### config.mk
export PLATFORM = sky130hd
export DESIGN_NAME = cfg_mux_array
export DESIGN_NICKNAME = d
export VERILOG_FILES = /design/src/rtl/clb_cfg_pkg.sv /design/src/rtl/cfg_mux_array_predecode.sv /design/src/rtl/cfg_mux_array.sv
export SDC_FILE = /design/constraint.sdc
export NUM_CORES = 1
export LEC_CHECK = 0
export CORE_UTILIZATION = 25
export CTS_CLUSTER_DIAMETER = 80
export DETAILED_ROUTE_END_ITERATION = 12
export GPL_ROUTABILITY_DRIVEN = 0
export PLACE_DENSITY = 0.45
export SLEW_MARGIN = 20
export SYNTH_ARGS = -nofsm -noshare
export SYNTH_HDL_FRONTEND = slang
export SYNTH_SLANG_ARGS = --single-unit
### constraint.sdc
create_clock -name clk -period 1.15 [get_ports clk]
set_input_delay 0.23 -clock clk [delete_from_list [all_inputs] [get_ports clk]]
set_output_delay 0.23 -clock clk [all_outputs]
set_load 0.01 [all_outputs]
### src/rtl/clb_cfg_pkg.sv
// Shared configuration helpers for the CLB routing-mux bank.
// Covers chain sizing and the per-mux output mode encoding.
package clb_cfg_pkg;

  typedef enum logic {
    MODE_COMB = 1'b0,
    MODE_REG  = 1'b1
  } mode_e;

  function automatic int unsigned calc_cw(input int unsigned width);
    return int'($clog2(width)) + 1;
  endfunction

  function automatic int unsigned calc_cfg_bits(input int unsigned width,
                                                input int unsigned num_mux);
    return num_mux * calc_cw(width);
  endfunction

endpackage

### src/rtl/cfg_mux_array_predecode.sv
// Select-index to one-hot predecoder.
// Indices at or above WIDTH decode to all-zero so the mux drives 0.
module onehot_predecode #(
  parameter int unsigned WIDTH  = 4,
  parameter int unsigned ADDR_W = $clog2(WIDTH)
) (
  input  logic [ADDR_W-1:0] idx,
  output logic [WIDTH-1:0]  onehot
);

  always_comb begin
    onehot = '0;
    for (int unsigned i = 0; i < WIDTH; i++) begin
      if (idx == ADDR_W'(i)) onehot[i] = 1'b1;
    end
  end

endmodule

### src/rtl/cfg_mux_array.sv
// Bank of serially configured, predecoded routing muxes.
// Each mux has a combinational or registered output mode.
module cfg_mux_array
  import clb_cfg_pkg::*;
#(
  parameter int unsigned WIDTH    = 4,
  parameter int unsigned NUM_MUX  = 2,
  parameter int unsigned ADDR_W   = $clog2(WIDTH),
  parameter int unsigned CW       = calc_cw(WIDTH),
  parameter int unsigned CFG_BITS = calc_cfg_bits(WIDTH, NUM_MUX)
) (
  input  logic                       clk,
  input  logic                       rst_n,
  input  logic [NUM_MUX*WIDTH-1:0]   data,
  input  logic                       cfg_en,
  input  logic                       cfg_in,
  input  logic                       cfg_load,
  output logic                       cfg_out,
  output logic                       cfg_done,
  output logic [NUM_MUX-1:0]         out
);

  logic [CFG_BITS-1:0]             chain;
  logic [NUM_MUX-1:0][WIDTH-1:0]   dec;
  logic [NUM_MUX-1:0][WIDTH-1:0]   onehot;
  logic [NUM_MUX-1:0]              mode;
  logic [NUM_MUX-1:0]              flop;
  logic [NUM_MUX-1:0]              sel_val;
  logic                            done;

  // Predecode straight off the chain so the commit edge only copies flops.
  for (genvar k = 0; k < NUM_MUX; k++) begin : g_dec
    onehot_predecode #(
      .WIDTH  (WIDTH),
      .ADDR_W (ADDR_W)
    ) u_dec (
      .idx    (chain[k*CW +: ADDR_W]),
      .onehot (dec[k])
    );
  end

  always_comb begin
    sel_val = '0;
    out     = '0;
    for (int unsigned k = 0; k < NUM_MUX; k++) begin
      sel_val[k] = |(onehot[k] & data[k*WIDTH +: WIDTH]);
      out[k]     = (mode[k] == MODE_REG) ? flop[k] : sel_val[k];
    end
  end

  // Commit and shift both read the pre-edge chain when asserted together.
  always_ff @(posedge clk or negedge rst_n) begin
    if (!rst_n) begin
      chain  <= '0;
      onehot <= '0;
      mode   <= '0;
      flop   <= '0;
      done   <= 1'b0;
    end else begin
      flop <= sel_val;
      if (cfg_en) chain <= {cfg_in, chain[CFG_BITS-1:1]};
      if (cfg_load) begin
        onehot <= dec;
        done   <= 1'b1;
        for (int unsigned k = 0; k < NUM_MUX; k++) begin
          mode[k] <= chain[k*CW + ADDR_W];
        end
      end
    end
  end

  assign cfg_out  = chain[0];
  assign cfg_done = done;

endmodule

# ---- Word level (Yosys, flattened, before mapping)
# Cells that the tools add are included.
dict set report word_totals {
  out_inout_bits 4
  wordCells 28
  input_bits 13
  regBits 19
}
dict set report classes {
  eq_ne 6
  n_bitwise 2
  mux 10
  reduce_logical 4
}
# operator n
set op_table {}
lappend op_table {{$mux 1} 10}
lappend op_table {{$and 4x4->4} 2}
lappend op_table {{$eq 2x2->1 const B} 4}
lappend op_table {{$reduce_or 4->1} 2}
lappend op_table {{$eq 2x1->1 const B} 2}
lappend op_table {{$logic_not 2->1} 2}

# ---- Depth between registers and ports, before layout
# Gate-level depths: netlist (run 1).
dict set report depth {
  word_depth 3
  depth_mapped 4
  ltp_nobuf 2
}

# ---- Modules after synthesis
# From an unflattened synthesis (run 1), not the netlist that was laid out.
dict set report hier_totals {
  hier_cells 60
  area_unflattened_um2 814.5
}
# mod n_inst cells_per_inst seq_area_each_um2 area_per_inst_um2
set modules_own_cells {}
lappend modules_own_cells {cfg_mux_array 1 52 475.5 762.0}
lappend modules_own_cells {onehot_predecode 2 4 0.0 26.3}

# ---- Worst setup path after synthesis (run 1)
# No wires, ideal clock.
dict set report synth_timing {
  kind {flip-flop to output port}
  from {register onehot[2] (netlist name)}
  to {output out[0]}
  arrival_time_ns 0.715
  t_required_ns 0.920
  n_path_buf 0
  stages_incl_launch_ff 3
  path_slack_ns 0.205
  path_cell_list {dfrtp_1 -> a22oi_1 -> a31oi_1}
}
dict set report synth_between {
  elab_chain_cells 3
}
# item line_no
set synth_lines {}
lappend synth_lines {{start: declaration} cfg_mux_array.sv:25} ;# logic [NUM_MUX-1:0][WIDTH-1:0] onehot;
lappend synth_lines {{start signal: assignment} cfg_mux_array.sv:55} ;# onehot <= '0;
lappend synth_lines {{start signal: assignment} cfg_mux_array.sv:63} ;# onehot <= dec;
lappend synth_lines {{$and 4x4->4} cfg_mux_array.sv:46} ;# sel_val[k] = |(onehot[k] & data[k*WIDTH +: WIDTH]);
lappend synth_lines {{$reduce_or 4->1} cfg_mux_array.sv:46}
lappend synth_lines {{$mux 1} cfg_mux_array.sv:47} ;# out[k] = (mode[k] == MODE_REG) ? flop[k] : sel_val[k];
lappend synth_lines {{end: declaration} cfg_mux_array.sv:20} ;# output logic [NUM_MUX-1:0] out
# Every way passes these cells.

# ---- Worst setup path in the final report (run 1)
dict set report layout_timing {
  from {register onehot[4] (netlist name)}
  to {output out[1]}
}
# The elaborated chain is that of the path after synthesis.

==> flow_metrics.tcl, run 1 <==
set metrics [dict create \
    initial_antenna_violation_count 0 \
    crit_path_max_delay_cell_type "dfrtp_1" \
    groute.usage.overall_pct 10.0 \
    layout-area-overhead-vs-synth_pct 41.5 \
    clk-insertion-delay-late_ns 0.30 \
    timing.critical_path.arrival_ns 1.15 \
    floorplan.core_area_sq_um 3150 \
    clkTransAtPathRegs_ns 0.11 \
    timing.final.hold_violations 0 \
    cts.sink_count 19 \
    total_global_routing_overflow 0 \
    boundaryPins 17 \
    min_period_over_period_pct 120 \
    rows 20 \
    postLayoutSetupSlackWorst_ns -0.228 \
    crit_type "reg2out" \
    drcViolationCount 0 \
    nNetsFinal 117 \
    finalMaxSlewViolations 0 \
    cts_tree "yes" \
    met2_wirelength_microns 701 \
    worst-path-buf-inv 1 \
    dr_total_vias 593 \
    die_area_sq_um 3690 \
    failed_checks "negative setup slack" \
    met3RoutedLength_microns 57 \
    max_cap_violations 0 \
    power.density_nw_per_um2 1600 \
    grt_setup_unrepaired "true" \
    cts_root_buffer "clkbuf_4" \
    drt-total-wl_mm 1.52 \
    y_dimension_of_the_die_microns 60.7 \
    synth-warning-count 0 \
    max-clock-path-buffers 2 \
    antenna-diode-count 0 \
    power_leakage_uw 0.000563 \
    cts_made_buffers 3 \
    cp_endpoint_kind "output port" \
    synth_cell_type_count 14 \
    top_signal_layer_used "met4" \
    syn_area_per_cell_sq_um 12.9 \
    h-tree-depth 1 \
    layout-drive-gt1-share_pct 44.7 \
    period_minus_slack_ns 1.38 \
    achievable-frequency_mhz 725 \
    drtAntennaViolNets 0 \
    routedLengthMet1_microns 698 \
    mappedNetlistArea_sq_um 862 \
    irDropWorstVdd_v 0.000426 \
    syn_inst 67 \
    critPathRequiredTime_ns 0.92 \
    worst_hold_path_type "in2async" \
    via_density_per_instance 4.03 \
    fp.dieW_microns 60.7 \
    crit_path_start_kind "flop" \
    synthesis.nets 80 \
    maximum_number_of_pins_on_one_net_before_global_route_repair 20 \
    detail_route.first_pass.iterations 2 \
    total_power_of_the_final_layout_uw 1960 \
    post-dp-hpwl_mm 1.04 \
    synth-seq-cells 19 \
    initial_utilization_pct 27.3 \
    critical_path.max_fanout 2 \
    buffer_ports.inserted 16 \
    fin_worst_hold_slack_ns 0.250 \
    fill_cells 337 \
    clock_skew_ns 0.00537 \
    slew_headroom_pct 83.5 \
    final_setup_violations 2 \
    wl_per_cell_microns 10.3 \
    critical-path-max-stage-delay_ns 0.42 \
    first_global_vias 620 \
    max_slew.worst_pin.slew_ns 0.248 \
    seq_area_frac_synth_pct 55.2 \
    run_status "complete, but fails checks" \
    cp_top_family "flip-flops" \
    drt_iter0_markers 7 \
    post_cts_hold_fix_bufs 0 \
    critical_path_cell_sequence "a22oi_2, a31oi_1, buf_2" \
    grt_pass1_wl_mm 2.59 \
]
registers in the layout (all words and copies together) (netlist names):
register  count
cfg_done      1
onehot        8
mode          2
chain         6
flop          2
cell usage after synthesis (all sizes together):
cell    instances  area share [%]
a22oi           4             3.5
a31oi           2             1.5
buf             3             4.9
dfrtp          19              55
inv             8             3.5
mux2            8              14
nand2           4             1.7
nand3           2             1.2
nand3b          4             3.5
nor2            2            0.87
nor2b           2             1.5
o21ai           8             8.1
or2             1            0.73
cell families (layout without fill, tap and decap cells):
group	Yosys count	count (layout)	share of synthesized area (%)
compound gates	14	14	13.1
buf+inv	11	47	8.42
flops	19	19	55.2
simple gates	15	15	9.43
mux	8	8	13.9
timing repair:
| action | 4_1_cts | 5_1_grt |
|---|---|---|
| endpoints found under the setup margin | 4 | 3 |
| resized for setup | 19 | 2 |
| buffers inserted | 7 | 1 |
| pin swaps | 6 | 0 |
report_power, final:
group | switching [uW] | internal [uW] | total (uW)
combinational | 232 | 442 | 675
sequential | 114 | 820 | 933
clock | 214 | 135 | 350
total | 560 | 1400 | 1960
worst paths after layout:
kind / from / endpoint / slack, ns / cells past startpoint
setup / recovery: onehot[4]$_DFFE_PN0P_ / out[1] / -0.23 / 3
hold / removal: rst_n / onehot[7]$_DFFE_PN0P_ / 0.25 / 2
setup reg to reg: onehot[0]$_DFFE_PN0P_ / onehot[0]$_DFFE_PN0P_ / 0.04 / 4
hold reg to reg: cfg_done$_DFFE_PN0P_ / cfg_done$_DFFE_PN0P_ / 0.46 / 1
max in group asynchronous: rst_n / chain[2]$_DFFE_PN0P_ / 0.70 / 2
min in group clk: cfg_done$_DFFE_PN0P_ / cfg_done$_DFFE_PN0P_ / 0.46 / 1
final cells by class:
| class | count | area [sq um] | share of cell area [%] |
|---|---|---|---|
| sequential | 19 | 475 | 39.0 |
| clock buffer | 4 | 26.3 | 2.15 |
| inverter | 8 | 30.0 | 2.46 |
| timing repair buffer | 35 | 299 | 24.5 |
| tap | 44 | 55.1 | 4.51 |
| multi-input combinational | 37 | 334 | 27.4 |
worst reg2reg max path, stage by stage (launching register included):
cell and delay [ns]:
dfrtp_1 0.40, buf_4 0.14, buf_6 0.10, buf_4 0.11, mux2_4 0.25
cell usage in the layout (no fill, tap or decap), drive strengths merged:
master / instances
or2: 1
nand2: 4
dfrtp: 19
nand3b: 4
inv: 8
nor2: 2
nor2b: 2
clkdlybuf4s50: 12
buf: 23
nand3: 2
a31oi: 2
o21ai: 8
mux2: 8
a22oi: 4
clkbuf: 4
metal layers:
layer	vias to the layer above	GRT usage (%)
li1	297	-
met1	279	12.4
met2	12	15.4
met3	5	1.28
met4	0	8.77
met5	-	0
through the flow:
step | std cells | TNS [ns] | cell area [sq um] | setup WS, ns | utilization (%)
after floorplan | 67 | 0 | 862 | 0.205 | -
after global placement | 135 | -2.76 | 1130 | -0.603 | 35.8
after detailed placement | 135 | -2.86 | 1130 | -0.603 | 35.8
after CTS | 146 | -0.453 | 1210 | -0.241 | 38.5
after global routing | 147 | -0.560 | 1220 | -0.305 | 38.7
final | 147 | -0.430 | 1220 | -0.228 | 38.7
(Power assumes the default switching activity.)
==> run 2: changes to the inputs <==
CORE_MARGIN = 2   (was not set)
==> run 2 against run 1 <==
The flow still finishes with violations (negative setup slack). First-iteration DRC count rose to 3.0 times the previous value. Clock power is 6.3% lower. Via count is 2.2% lower. Non-clock buffer count fell by 4. Sequential cell count unchanged. Register-to-register slack improved by 0.09 ns. Critical endpoint is now out[0].
==> flow_metrics.tcl, run 2 (same netlist as run 1, synthesis figures left out) <==
set metrics [dict create \
    run_status "complete, but fails checks" \
    failed_checks "negative setup slack" \
    drcViolationCount 0 \
    largest-register "onehot" \
    final_setup_violations 2 \
    drt-total-wl_mm 1.49 \
    first_global_vias 616 \
    power.density_nw_per_um2 1570 \
    achievable-frequency_mhz 741 \
    setup_tns_ns -0.396 \
    period_minus_slack_ns 1.35 \
    via_density_per_instance 4.00 \
    fp.dieW_microns 62.7 \
    max_slew.worst_pin.slew_ns 0.246 \
    fill_cells 348 \
    initial_utilization_pct 25.8 \
    min_period_over_period_pct 117 \
    max_cap_violations 0 \
    irDropWorstVdd_v 0.000320 \
    clkTransAtPathRegs_ns 0.10 \
    worst_r2r_setup_slack_ns 0.13 \
    drt_iter0_markers 21 \
    total_power_of_the_final_layout_uw 1860 \
    crit_path_start_kind "flop" \
    dr_total_vias 580 \
    grt_pass1_wl_mm 2.73 \
    max-clock-path-buffers 2 \
    largest_registers "onehot: 8 flops, chain: 6 flops" \
    r2r_cells 3 \
    boundaryPins 17 \
    groute.usage.overall_pct 9.08 \
    number_of_flip_flops_in_the_largest_register 8 \
    layout-drive-gt1-share_pct 42.4 \
    r2r_end "onehot[0]$_DFFE_PN0P_" \
    nNetsFinal 113 \
    crit_type "reg2out" \
    finalMaxSlewViolations 0 \
    grt_setup_unrepaired "true" \
    timing.final.hold_violations 0 \
    post_cts_hold_fix_bufs 0 \
    cts_tree "yes" \
    h-tree-depth 1 \
    antenna-diode-count 0 \
    leading_cell_type_in_the_layout_fill_and_taps_excluded "dfrtp_1" \
    most-common-layout-cells "dfrtp_1, buf_4, clkdlybuf4s50_1" \
    power_leakage_uw 0.000542 \
    maximum_number_of_pins_on_one_net_before_global_route_repair 20 \
    die_area_sq_um 3930 \
    layout-area-overhead-vs-synth_pct 37.9 \
    cts_root_buffer "clkbuf_4" \
    critPathRequiredTime_ns 0.92 \
    cts_made_buffers 3 \
    initial_antenna_violation_count 0 \
    placedInstanceArea_sq_um 1140 \
    cp_endpoint_kind "output port" \
    total_global_routing_overflow 0 \
    detail_route.first_pass.iterations 6 \
    preCtsSetupSlack_ns -0.606 \
    timing.critical_path.arrival_ns 1.12 \
    rows 21 \
    final_design_area_excluding_fillers_sq_um 1190 \
    wl_per_cell_microns 10.2 \
    clk-insertion-delay-late_ns 0.29 \
    postLayoutSetupSlackWorst_ns -0.200 \
    postLayoutCoreUtil_pct 35.6 \
    cts.sink_count 19 \
    drtAntennaViolNets 0 \
    floorplan.core_area_sq_um 3340 \
    post-dp-hpwl_mm 1.08 \
    y_dimension_of_the_die_microns 62.7 \
    worst_hold_path_type "in2async" \
    slew_headroom_pct 83.6 \
    clock_skew_ns 0.00120 \
    r2r_start "onehot[0]$_DFFE_PN0P_" \
    buffer_ports.inserted 16 \
    critical_path.max_fanout 2 \
]
==> run 2: cell types whose count changed in the layout (fill, tap and decap cells not counted), sizes merged <==
cell,change
buf,-4
==> run 2: worst max path at each step <==
stage                     slack, ns             startpoint     end  cells after the start
after floorplan                0.20  onehot[2]$_DFFE_PN0P_  out[0]                      2
after global routing          -0.30  onehot[0]$_DFFE_PN0P_  out[0]                      3
after global placement        -0.60                data[6]  out[1]                      4
final                         -0.20  onehot[0]$_DFFE_PN0P_  out[0]                      3
after CTS                     -0.23  onehot[4]$_DFFE_PN0P_  out[1]                      3
after detailed placement      -0.61                data[0]  out[0]                      4
==> run 2: repair_timing <==
item,4_1_cts,5_1_grt
gates resized for setup,19,1
gates cloned,0,0
pin swaps,6,0
endpoints found under the hold margin,0,0
buffers inserted,3,0
endpoints found under the setup margin,4,3
==> run 2: metrics by stage <==
stage | hold WS, ns | std cells
3_3_place_gp | 0.450 | 138
6_report | 0.259 | 145
4_1_cts | 0.251 | 145
5_1_grt | 0.282 | 145
2_1_floorplan | -0.0656 | 67
3_5_place_dp | 0.456 | 138
==> run 2: final cells by class <==
type | count | area, sq um | area share (%)
clock buffer | 4 | 26.3 | 2.21
inverter | 8 | 30.0 | 2.53
tap | 46 | 57.6 | 4.84
sequential | 19 | 475 | 40.0
multi-input combinational | 37 | 334 | 28.1
timing repair buffer | 31 | 265 | 22.3
==> run 2: worst max-delay path: stages, from the launching register on <==
cell	delay, ns
dfrtp_1	0.41
a22oi_2	0.18
a31oi_1	0.10
buf_2	0.15
==> run 2: per-layer routing <==
layer	wire length, microns	track usage (%)	up-vias
met5	0	0	-
met4	29	6.67	0
met3	51	1.44	4
met2	742	15.1	13
met1	660	10.6	274
li1	-	-	289
==> run 2: power breakdown <==
part / leakage, uW / total, uW / internal [uW] / switching [uW]
clock: 0.0000150 / 328 / 135 / 193
sequential: 0.000232 / 933 / 820 / 113
combinational: 0.000295 / 601 / 382 / 219
total: 0.000542 / 1860 / 1340 / 525
